### src/rtl/apb_sram_slave.sv
// APB word-addressed SRAM slave with byte strobes, range-checked addresses and WAIT_CYC wait states.
// Latency: pready rises WAIT_CYC cycles into the access phase. Backpressure: the slave inserts wait states; the master holds the transfer until pready.
module apb_sram_slave #(
    parameter int DATA_W   = 32,
    parameter int DEPTH    = 64,
    parameter int WAIT_CYC = 0
) (
    input  logic                pclk,
    input  logic                preset,
    input  logic                psel,
    input  logic                penable,
    input  logic                pwrite,
    input  logic [31:0]         paddr,
    input  logic [DATA_W-1:0]   pwdata,
    input  logic [DATA_W/8-1:0] pstrb,
    output logic [DATA_W-1:0]   prdata,
    output logic                pready,
    output logic                pslverr
);

    localparam int NB = DATA_W / 8;
    localparam int AW = $clog2(DEPTH);
    localparam logic [3:0] CNT_INIT = (WAIT_CYC == 0) ? 4'd0 : 4'(WAIT_CYC - 1);

    typedef enum logic [1:0] {
        IDLE,
        WAIT,
        DONE
    } state_t;

    typedef struct packed {
        logic [31:0]       addr;
        logic              write;
        logic [DATA_W-1:0] wdata;
        logic [NB-1:0]     strb;
    } req_t;

    state_t            state;
    state_t            state_nxt;
    logic [3:0]        cnt;
    logic [3:0]        cnt_nxt;
    req_t              req;
    logic              setup_take;
    logic              enter_done;
    logic              clear_out;
    logic              complete;

    logic [31:0]       acc_addr;
    logic              acc_write;
    logic              acc_ok;
    logic [AW-1:0]     acc_idx;
    logic              wr_ok;
    logic              do_write;
    logic [AW-1:0]     wr_idx;

    logic [DATA_W-1:0] mem [DEPTH];

    always_ff @(posedge pclk) begin
        if (preset) begin
            state <= IDLE;
            cnt   <= 4'd0;
        end else begin
            state <= state_nxt;
            cnt   <= cnt_nxt;
        end
    end

    always_comb begin
        state_nxt  = state;
        cnt_nxt    = cnt;
        setup_take = 1'b0;
        enter_done = 1'b0;
        clear_out  = 1'b0;
        complete   = 1'b0;
        case (state)
            IDLE: begin
                // psel with penable already high is not a setup phase and is ignored
                if (psel && !penable) begin
                    setup_take = 1'b1;
                    if (WAIT_CYC == 0) begin
                        state_nxt  = DONE;
                        enter_done = 1'b1;
                    end else begin
                        state_nxt = WAIT;
                        cnt_nxt   = CNT_INIT;
                    end
                end
            end
            WAIT: begin
                if (!psel || !penable) begin
                    state_nxt = IDLE;
                    cnt_nxt   = 4'd0;
                end else if (cnt == 4'd0) begin
                    state_nxt  = DONE;
                    enter_done = 1'b1;
                end else begin
                    cnt_nxt = cnt - 4'd1;
                end
            end
            DONE: begin
                if (!psel) begin
                    state_nxt = IDLE;
                    clear_out = 1'b1;
                end else if (penable) begin
                    state_nxt = IDLE;
                    clear_out = 1'b1;
                    complete  = 1'b1;
                end
            end
            default: state_nxt = IDLE;
        endcase
    end

    // With no wait states DONE is entered on the setup edge, before the request is latched.
    assign acc_addr  = (state == IDLE) ? paddr  : req.addr;
    assign acc_write = (state == IDLE) ? pwrite : req.write;
    assign acc_ok    = (acc_addr < 32'(DEPTH));
    assign acc_idx   = acc_addr[AW-1:0];

    assign wr_ok    = (req.addr < 32'(DEPTH));
    assign wr_idx   = req.addr[AW-1:0];
    assign do_write = complete && req.write && wr_ok;

    always_ff @(posedge pclk) begin
        if (preset) begin
            req     <= '0;
            prdata  <= '0;
            pready  <= 1'b0;
            pslverr <= 1'b0;
        end else begin
            if (setup_take) begin
                req.addr  <= paddr;
                req.write <= pwrite;
                req.wdata <= pwdata;
                req.strb  <= pstrb;
            end
            if (enter_done) begin
                pready  <= 1'b1;
                pslverr <= !acc_ok;
                prdata  <= (acc_ok && !acc_write) ? mem[acc_idx] : '0;
            end else if (clear_out) begin
                pready  <= 1'b0;
                pslverr <= 1'b0;
                prdata  <= '0;
            end
        end
    end

    always_ff @(posedge pclk) begin
        if (preset) begin
            for (int i = 0; i < DEPTH; i++) begin
                mem[i] <= '0;
            end
        end else if (do_write) begin
            for (int b = 0; b < NB; b++) begin
                if (req.strb[b]) begin
                    mem[wr_idx][b*8 +: 8] <= req.wdata[b*8 +: 8];
                end
            end
        end
    end

endmodule
### config.mk
export PLATFORM = sky130hd
export DESIGN_NAME = apb_sram_slave
export DESIGN_NICKNAME = d
export VERILOG_FILES = /design/src/rtl/apb_sram_slave.sv
export SDC_FILE = /design/constraint.sdc
export NUM_CORES = 2
export LEC_CHECK = 0
export BUFFER_PORTS_ARGS = -buffer_cell sky130_fd_sc_hd__buf_2
export CORE_UTILIZATION = 55
export CTS_CLUSTER_DIAMETER = 150
export DETAILED_ROUTE_END_ITERATION = 12
export PLACE_DENSITY = 0.71
export SETUP_SLACK_MARGIN = 0.1
export SYNTH_ARGS = -nofsm -noshare
export SYNTH_HDL_FRONTEND = slang
export SYNTH_SLANG_ARGS = --single-unit
### constraint.sdc
create_clock -name pclk -period 5.4 [get_ports pclk]
set_input_delay 1.62 -clock pclk [delete_from_list [all_inputs] [get_ports pclk]]
set_output_delay 1.62 -clock pclk [all_outputs]
set_load 0.05 [all_outputs]
== After elaboration in Yosys (flattened, before gate mapping) ==
Memory sizes are Yosys's and may differ from the RTL's.
Index checks and enable logic that the tools add are counted.
Operators by class
  multiplexer cells: 47
  equal/unequal tests: 6
  add/sub/neg operators: 1
  $lt $le $gt $ge: 2
  reduce and logical (&&, ||, !) cells: 15
Operators by type and width (number)
  $mux W32: 5
  $lt A32 B7 Y1 const B: 2
  $reduce_or A32 Y1: 1
  $mux W1: 31
  $mux W4: 3
  $mux W2: 5
  $mux W6: 1
  $ne A3 B3 Y1 const B: 2
  $pmux W2 S3: 1
  $logic_and A1 B1 Y1: 4
  $logic_not A1 Y1: 4
  $logic_not A4 Y1: 1
  $ne A2 B2 Y1 const B: 2
  $sub A4 B1 Y4 const B: 1
  $reduce_and A3 Y1: 1
  $eq A2 B1 Y1 const B: 1
  $eq A2 B2 Y1 const B: 1
  $logic_not A2 Y1: 1
  $pmux W1 S2: 1
  $reduce_and A2 Y1: 1
  $reduce_bool A2 Y1: 1
  $logic_or A1 B1 Y1: 1
Word-level totals
  logic and storage cells: 81
  input bits: 73
  memories kept: 1
  register bits after elaboration: 109
  bits in writable memories: 2048
  output and inout bits: 34
Memories
  mem: words 64, width 32, rd ports 1, clocked after Yosys merged registers in 0, wr ports 64, line 56  | logic [DATA_W-1:0] mem [DEPTH];

== Longest topological paths before layout ==
  word-level depth: 10
  gate-level depth with buffers: 11
  depth with buffers taken out: 7

== Worst setup path before layout ==
OpenSTA, ideal clock, no wires.
  path type: input to register
  from: in preset
  to: mem mem[0][0] (enable)
  data required time: 5016 ps
  stages: 7
  path buffers: 2
  arrival time: 3440 ps
  path slack: 1576 ps
  setup time: 384 ps
  cell sequence: clkbuf_1 > inv_1 > nand4_1 > nor3_2 > nand2_1 > clkbuf_1 > o21ai_0
RTL lines
  start, declared: line 9  | input logic preset,
  end, declared: line 56

== Final worst setup path ==
  from: reg state[1]
  to: reg prdata[21]
Between the ends
  cells in the longest elaborated chain, start to end: 6
  elaborated cells between the ends (all ways): 14
  classes of those cells: order compare: 1; eq/ne: 2; mux: 6; reduce/logical: 4; memory: 1
RTL lines
  start, declared: line 38  | state_t state;
  start signal, assigned: line 63  | state <= state_nxt;
  $logic_not A2 Y1: line 75, 115, 116
  $mux W32 or $mux W1 (tied branches): line 115, 116
  $lt A32 B7 Y1 or $logic_not A1 Y1 (tied branches): line 117, 140
  $logic_and A1 B1 Y1: line 140  | prdata <= (acc_ok && !acc_write) ? mem[acc_idx] : '0;
  $mux W32: line 140
  $mux W32: line 137  | if (enter_done) begin
  end signal, assigned: line 140
  end, declared: line 16  | output logic [DATA_W-1:0] prdata,
Parallel ways exist; a longest one is shown, timed or not.
A chain may end at the register's enable or synchronous reset.

==> impl_summary.txt <==
----------------------------------------------------
[Run status]
  Result of the run ... completed

[Floorplan]
  Starting density of the core ... 55.36%
  Number of standard-cell rows in the floorplan ... 151
  Die boundary height ... 414.8 um
  Core area ... 169300 um2
  Area of the die ... between 150000 and 200000 um2
  DIE WIDTH ... 414.8 um
  Boundary pin count ... 107

[STA]
  Final clock skew ... 0.03437 ns
  Final worst-path cycle share ... a little under 90%
  Actual slew at the worst max-slew pin ... 1.355 ns
  Worst setup margin ... ~0.68 ns
  Final setup violation count ... 0
  Post-Route Setup TNS ... 0 ns
  Normalized max-slew margin ... 9.695%
  Final count of pins violating max slew ... 0
  Number of endpoints with negative hold slack in the final report ... 0
  RSZ-0062 raised after global routing ... no
  Clock period minus final worst setup slack ... 4.722 ns
  Achievable frequency ... 211.8 MHz

[Placement]
  Final HPWL DP ... roughly 170000 um
  Worst-case setup slack after placement ... 0.3087 ns
  Count of port buffers added during placement ... 106
  Placer Congestion ... 0.9714

[Final layout]
  Commonest non-fill, non-tap cells in the layout ... sky130_fd_sc_hd__nor2_1, sky130_fd_sc_hd__edfxtp_1, sky130_fd_sc_hd__nand2_1
  Most common library cell in the layout ignoring fill and taps ... sky130_fd_sc_hd__nor2_1
  Post-layout net count ... 7506
  Layout overhead on the synthesized area ... 12.55%
  Fillers ... 12420
  Layout cell share with drive strength beyond 1 ... 17.15%

[Synth]
  Seq cells post-synth ... about 2200
  Proportion of netlist area held by the largest area contributor ... 65.63%
  Post-synthesis sequential area ratio ... 67.85%
  Total of warnings raised by yosys ... 0
  Cells taking the most area after synthesis ... sky130_fd_sc_hd__edfxtp_1, sky130_fd_sc_hd__nor2_1, sky130_fd_sc_hd__mux4_2
  Avg Synthesized Cell Area ... 12.84 um2
  Number of distinct library cell variants in the gate-level netlist after synthesis ... 50
  Post-Synthesis Net Count ... ~7400
  Share of flip-flops with an asynchronous set or reset ... 0%
  Synth area leader ... sky130_fd_sc_hd__edfxtp_1
  Cell area after synthesis ... 93710 um2
  Main flop type after synthesis ... sky130_fd_sc_hd__edfxtp_1
  Number of flops mapped to enable cells by yosys ... between 2000 and 2500
  Number of instances in the synthesized netlist ... 7300

[Clocking]
  Total of cells resized after clock tree synthesis ... 0
  Post-CTS Hold Buffers ... 0
  Count of H-tree levels built during CTS ... 4
  Number of sinks driven by the clock tree ... roughly 2200
  Reg clk slew, reported paths ... 0.06 ns
  Root Driver ... sky130_fd_sc_hd__clkbuf_16
  Setup Buffers After CTS ... 0
  Total CTS buffers ... 213
  Max clock buf depth ... 3
  TritonCTS clock tree ... done
  Clock latency reported for the late side of the worst-skew pair ... roughly 0.86 ns

[Worst hold path]
  Class of the most critical hold timing path ... flip-flop to flip-flop

[Setup path]
  Startpoint-to-endpoint class of the critical path ... flip-flop to flip-flop
  Critical-path top delay cell ... sky130_fd_sc_hd__a221oi_1
  Delay of the slowest cell on the worst path ... 1.03 ns
  Required time of the critical path ... 6.08 ns
  CP Cell Sequence ... buf_4 -> mux2_8 -> and2_4 -> buf_12 -> a311oi_1 -> o21a_1 -> a221oi_1 -> o221ai_1
  Kind of cell with the highest combined delay on the critical path ... compound AO/OA/AOI/OAI gates
  Highest net fanout along the worst path ... 87
  Flop2flop setup slack ... 0.68 ns
  Total buffers and inverters traversed by the critical path ... 2
  Critical path data arrival time ... 5.41 ns
  Critical Path Start Type ... flip-flop
  Endpoint class of the critical path ... flip-flop

[Power and ir drop]
  Power density normalized to cell area ... 393.2 nW/um2
  Highest ir drop seen on vdd ... 0.0003967 V
  Leakage ... 35.35 nW

[Route]
  Post-detailed-route wirelength per cell ... 27.86 um
  Final routed DRC violation total ... 0
  WL final ... around 270000 um
  Remaining antenna violation count after routing ... 0
  Per-cell via count in the routed design ... 6.455
  Number of design-rule violations left by the first detailed-router iteration ... 9380
  Overall via count from detail_route ... ~63000
  First-pass iteration count of the detailed router ... 7

[Global route]
  Vias in the first global route ... 62290
  Initial antenna violation count ... 12
  First-pass GRT wire length ... ~400000 um
  Overflow left after global routing ... 0
  Overall Global Routing Usage ... 31.58%
  Pin count of the biggest net entering global routing ... 140

[Job]
  Reported max-cap violation count ... 0

----------------------------------------------------
==> worst reg2reg max path: stages (launching register included) <==
cell                       delay [ns]
sky130_fd_sc_hd__dfxtp_1         1.00
sky130_fd_sc_hd__buf_4           0.34
sky130_fd_sc_hd__mux2_8          0.48
sky130_fd_sc_hd__and2_4          0.44
sky130_fd_sc_hd__buf_12          0.40
sky130_fd_sc_hd__a311oi_1        0.42
sky130_fd_sc_hd__o21a_1          0.25
sky130_fd_sc_hd__a221oi_1        1.03
sky130_fd_sc_hd__o221ai_1        0.21
==> metrics by stage <==
stage                     total power [mW]  hold slack, ns  area (um2)  util (%)  instances
after floorplan                      24.32          0.4602       93710         -       7300
after global placement               27.30          0.4734       98850     58.39       9435
after CTS                            41.36          0.4993      105400     62.29       9821
after global routing                 42.50          0.5208      105500     62.30       9824
final                                41.47          0.4970      105500     62.30       9828
after detailed placement             27.41          0.4852       98850     58.39       9435
==> cells by family after synthesis <==
family	Yosys count	share of synthesized area, %
adders and majority gates	1	0.01335
buffers and inverters	739	3.190
muxes	623	10.18
DFF	2152	67.85
xor gates and xnor gates	2	0.01870
and+or+nand+nor	2945	12.36
AOI/OAI and AO/OA	838	6.380
==> flip-flops by register name (all words and copies together), names as in the netlist <==
register,count
state,1
mem,2048
req,69
prdata,32
pready,1
pslverr,1
==> per-layer routing <==
layer | up-vias | share of wire (%) | global-route usage (%)
met5 | - | 0.024 | 0
met4 | 8 | 4.2 | 12.89
met3 | 657 | 13 | 6.721
met2 | 4449 | 48 | 50.93
met1 | 31440 | 36 | 41.93
li1 | 26890 | - | -
==> Yosys cell counts (2+ instances only) <==
master / n
sky130_fd_sc_hd__o2bb2ai_1: 32
sky130_fd_sc_hd__buf_4: 10
sky130_fd_sc_hd__nor2_1: 2124
sky130_fd_sc_hd__a311oi_1: 96
sky130_fd_sc_hd__clkbuf_1: 599
sky130_fd_sc_hd__mux2i_1: 298
sky130_fd_sc_hd__edfxtp_1: 2048
sky130_fd_sc_hd__mux2_1: 19
sky130_fd_sc_hd__buf_2: 100
sky130_fd_sc_hd__and3b_1: 2
sky130_fd_sc_hd__nand3_1: 66
sky130_fd_sc_hd__nand4_1: 8
sky130_fd_sc_hd__o22ai_1: 64
sky130_fd_sc_hd__mux2_2: 47
sky130_fd_sc_hd__and4_1: 28
sky130_fd_sc_hd__nand2_1: 611
sky130_fd_sc_hd__a211oi_1: 32
sky130_fd_sc_hd__nor4_1: 11
sky130_fd_sc_hd__o21a_1: 64
sky130_fd_sc_hd__dfxtp_1: 104
sky130_fd_sc_hd__inv_1: 4
sky130_fd_sc_hd__o21ai_0: 256
sky130_fd_sc_hd__nor3b_1: 7
sky130_fd_sc_hd__a31oi_1: 32
sky130_fd_sc_hd__buf_1: 19
sky130_fd_sc_hd__o2111ai_1: 32
sky130_fd_sc_hd__and3_1: 67
sky130_fd_sc_hd__mux2_4: 2
sky130_fd_sc_hd__o221ai_1: 32
sky130_fd_sc_hd__buf_6: 7
sky130_fd_sc_hd__and2_1: 9
sky130_fd_sc_hd__mux4_2: 256
sky130_fd_sc_hd__nor3_1: 6
sky130_fd_sc_hd__a221oi_1: 161
sky130_fd_sc_hd__o31ai_1: 32
==> path summary, 6_finish.rpt <==
kind | from | endpoint | cells after the start
setup / recovery | state[1] | prdata[21] | 8
hold / removal | req[52] | req[52] | 2
setup reg to reg | state[1] | prdata[21] | 8
hold reg to reg | req[52] | req[52] | 2
==> report_power, final <==
group / switching, mW / leakage, nW / internal (mW) / total (mW)
logic: 5.12 / 10.1 / 3.14 / 8.26
clock network: 6.26 / 3.25 / 7.94 / 14.2
registers: 0.232 / 22.0 / 18.8 / 19.0
==> final cells by class <==
| cell class | count | area, um2 | share of cell area, % |
|---|---|---|---|
| antenna | 7 | 17.52 | 0.01661 |
| inverter | 4 | 22.52 | 0.02135 |
| clock buffer | 274 | 5747 | 5.449 |
| clock inverter | 112 | 853.3 | 0.8091 |
| timing repair buffer | 652 | 5105 | 4.840 |
| tap | 2218 | 2775 | 2.631 |
| multi-input combinational | 4409 | 27360 | 25.95 |
| sequential | 2152 | 63580 | 60.29 |
No activity file was read; power rests on OpenSTA's default activity.
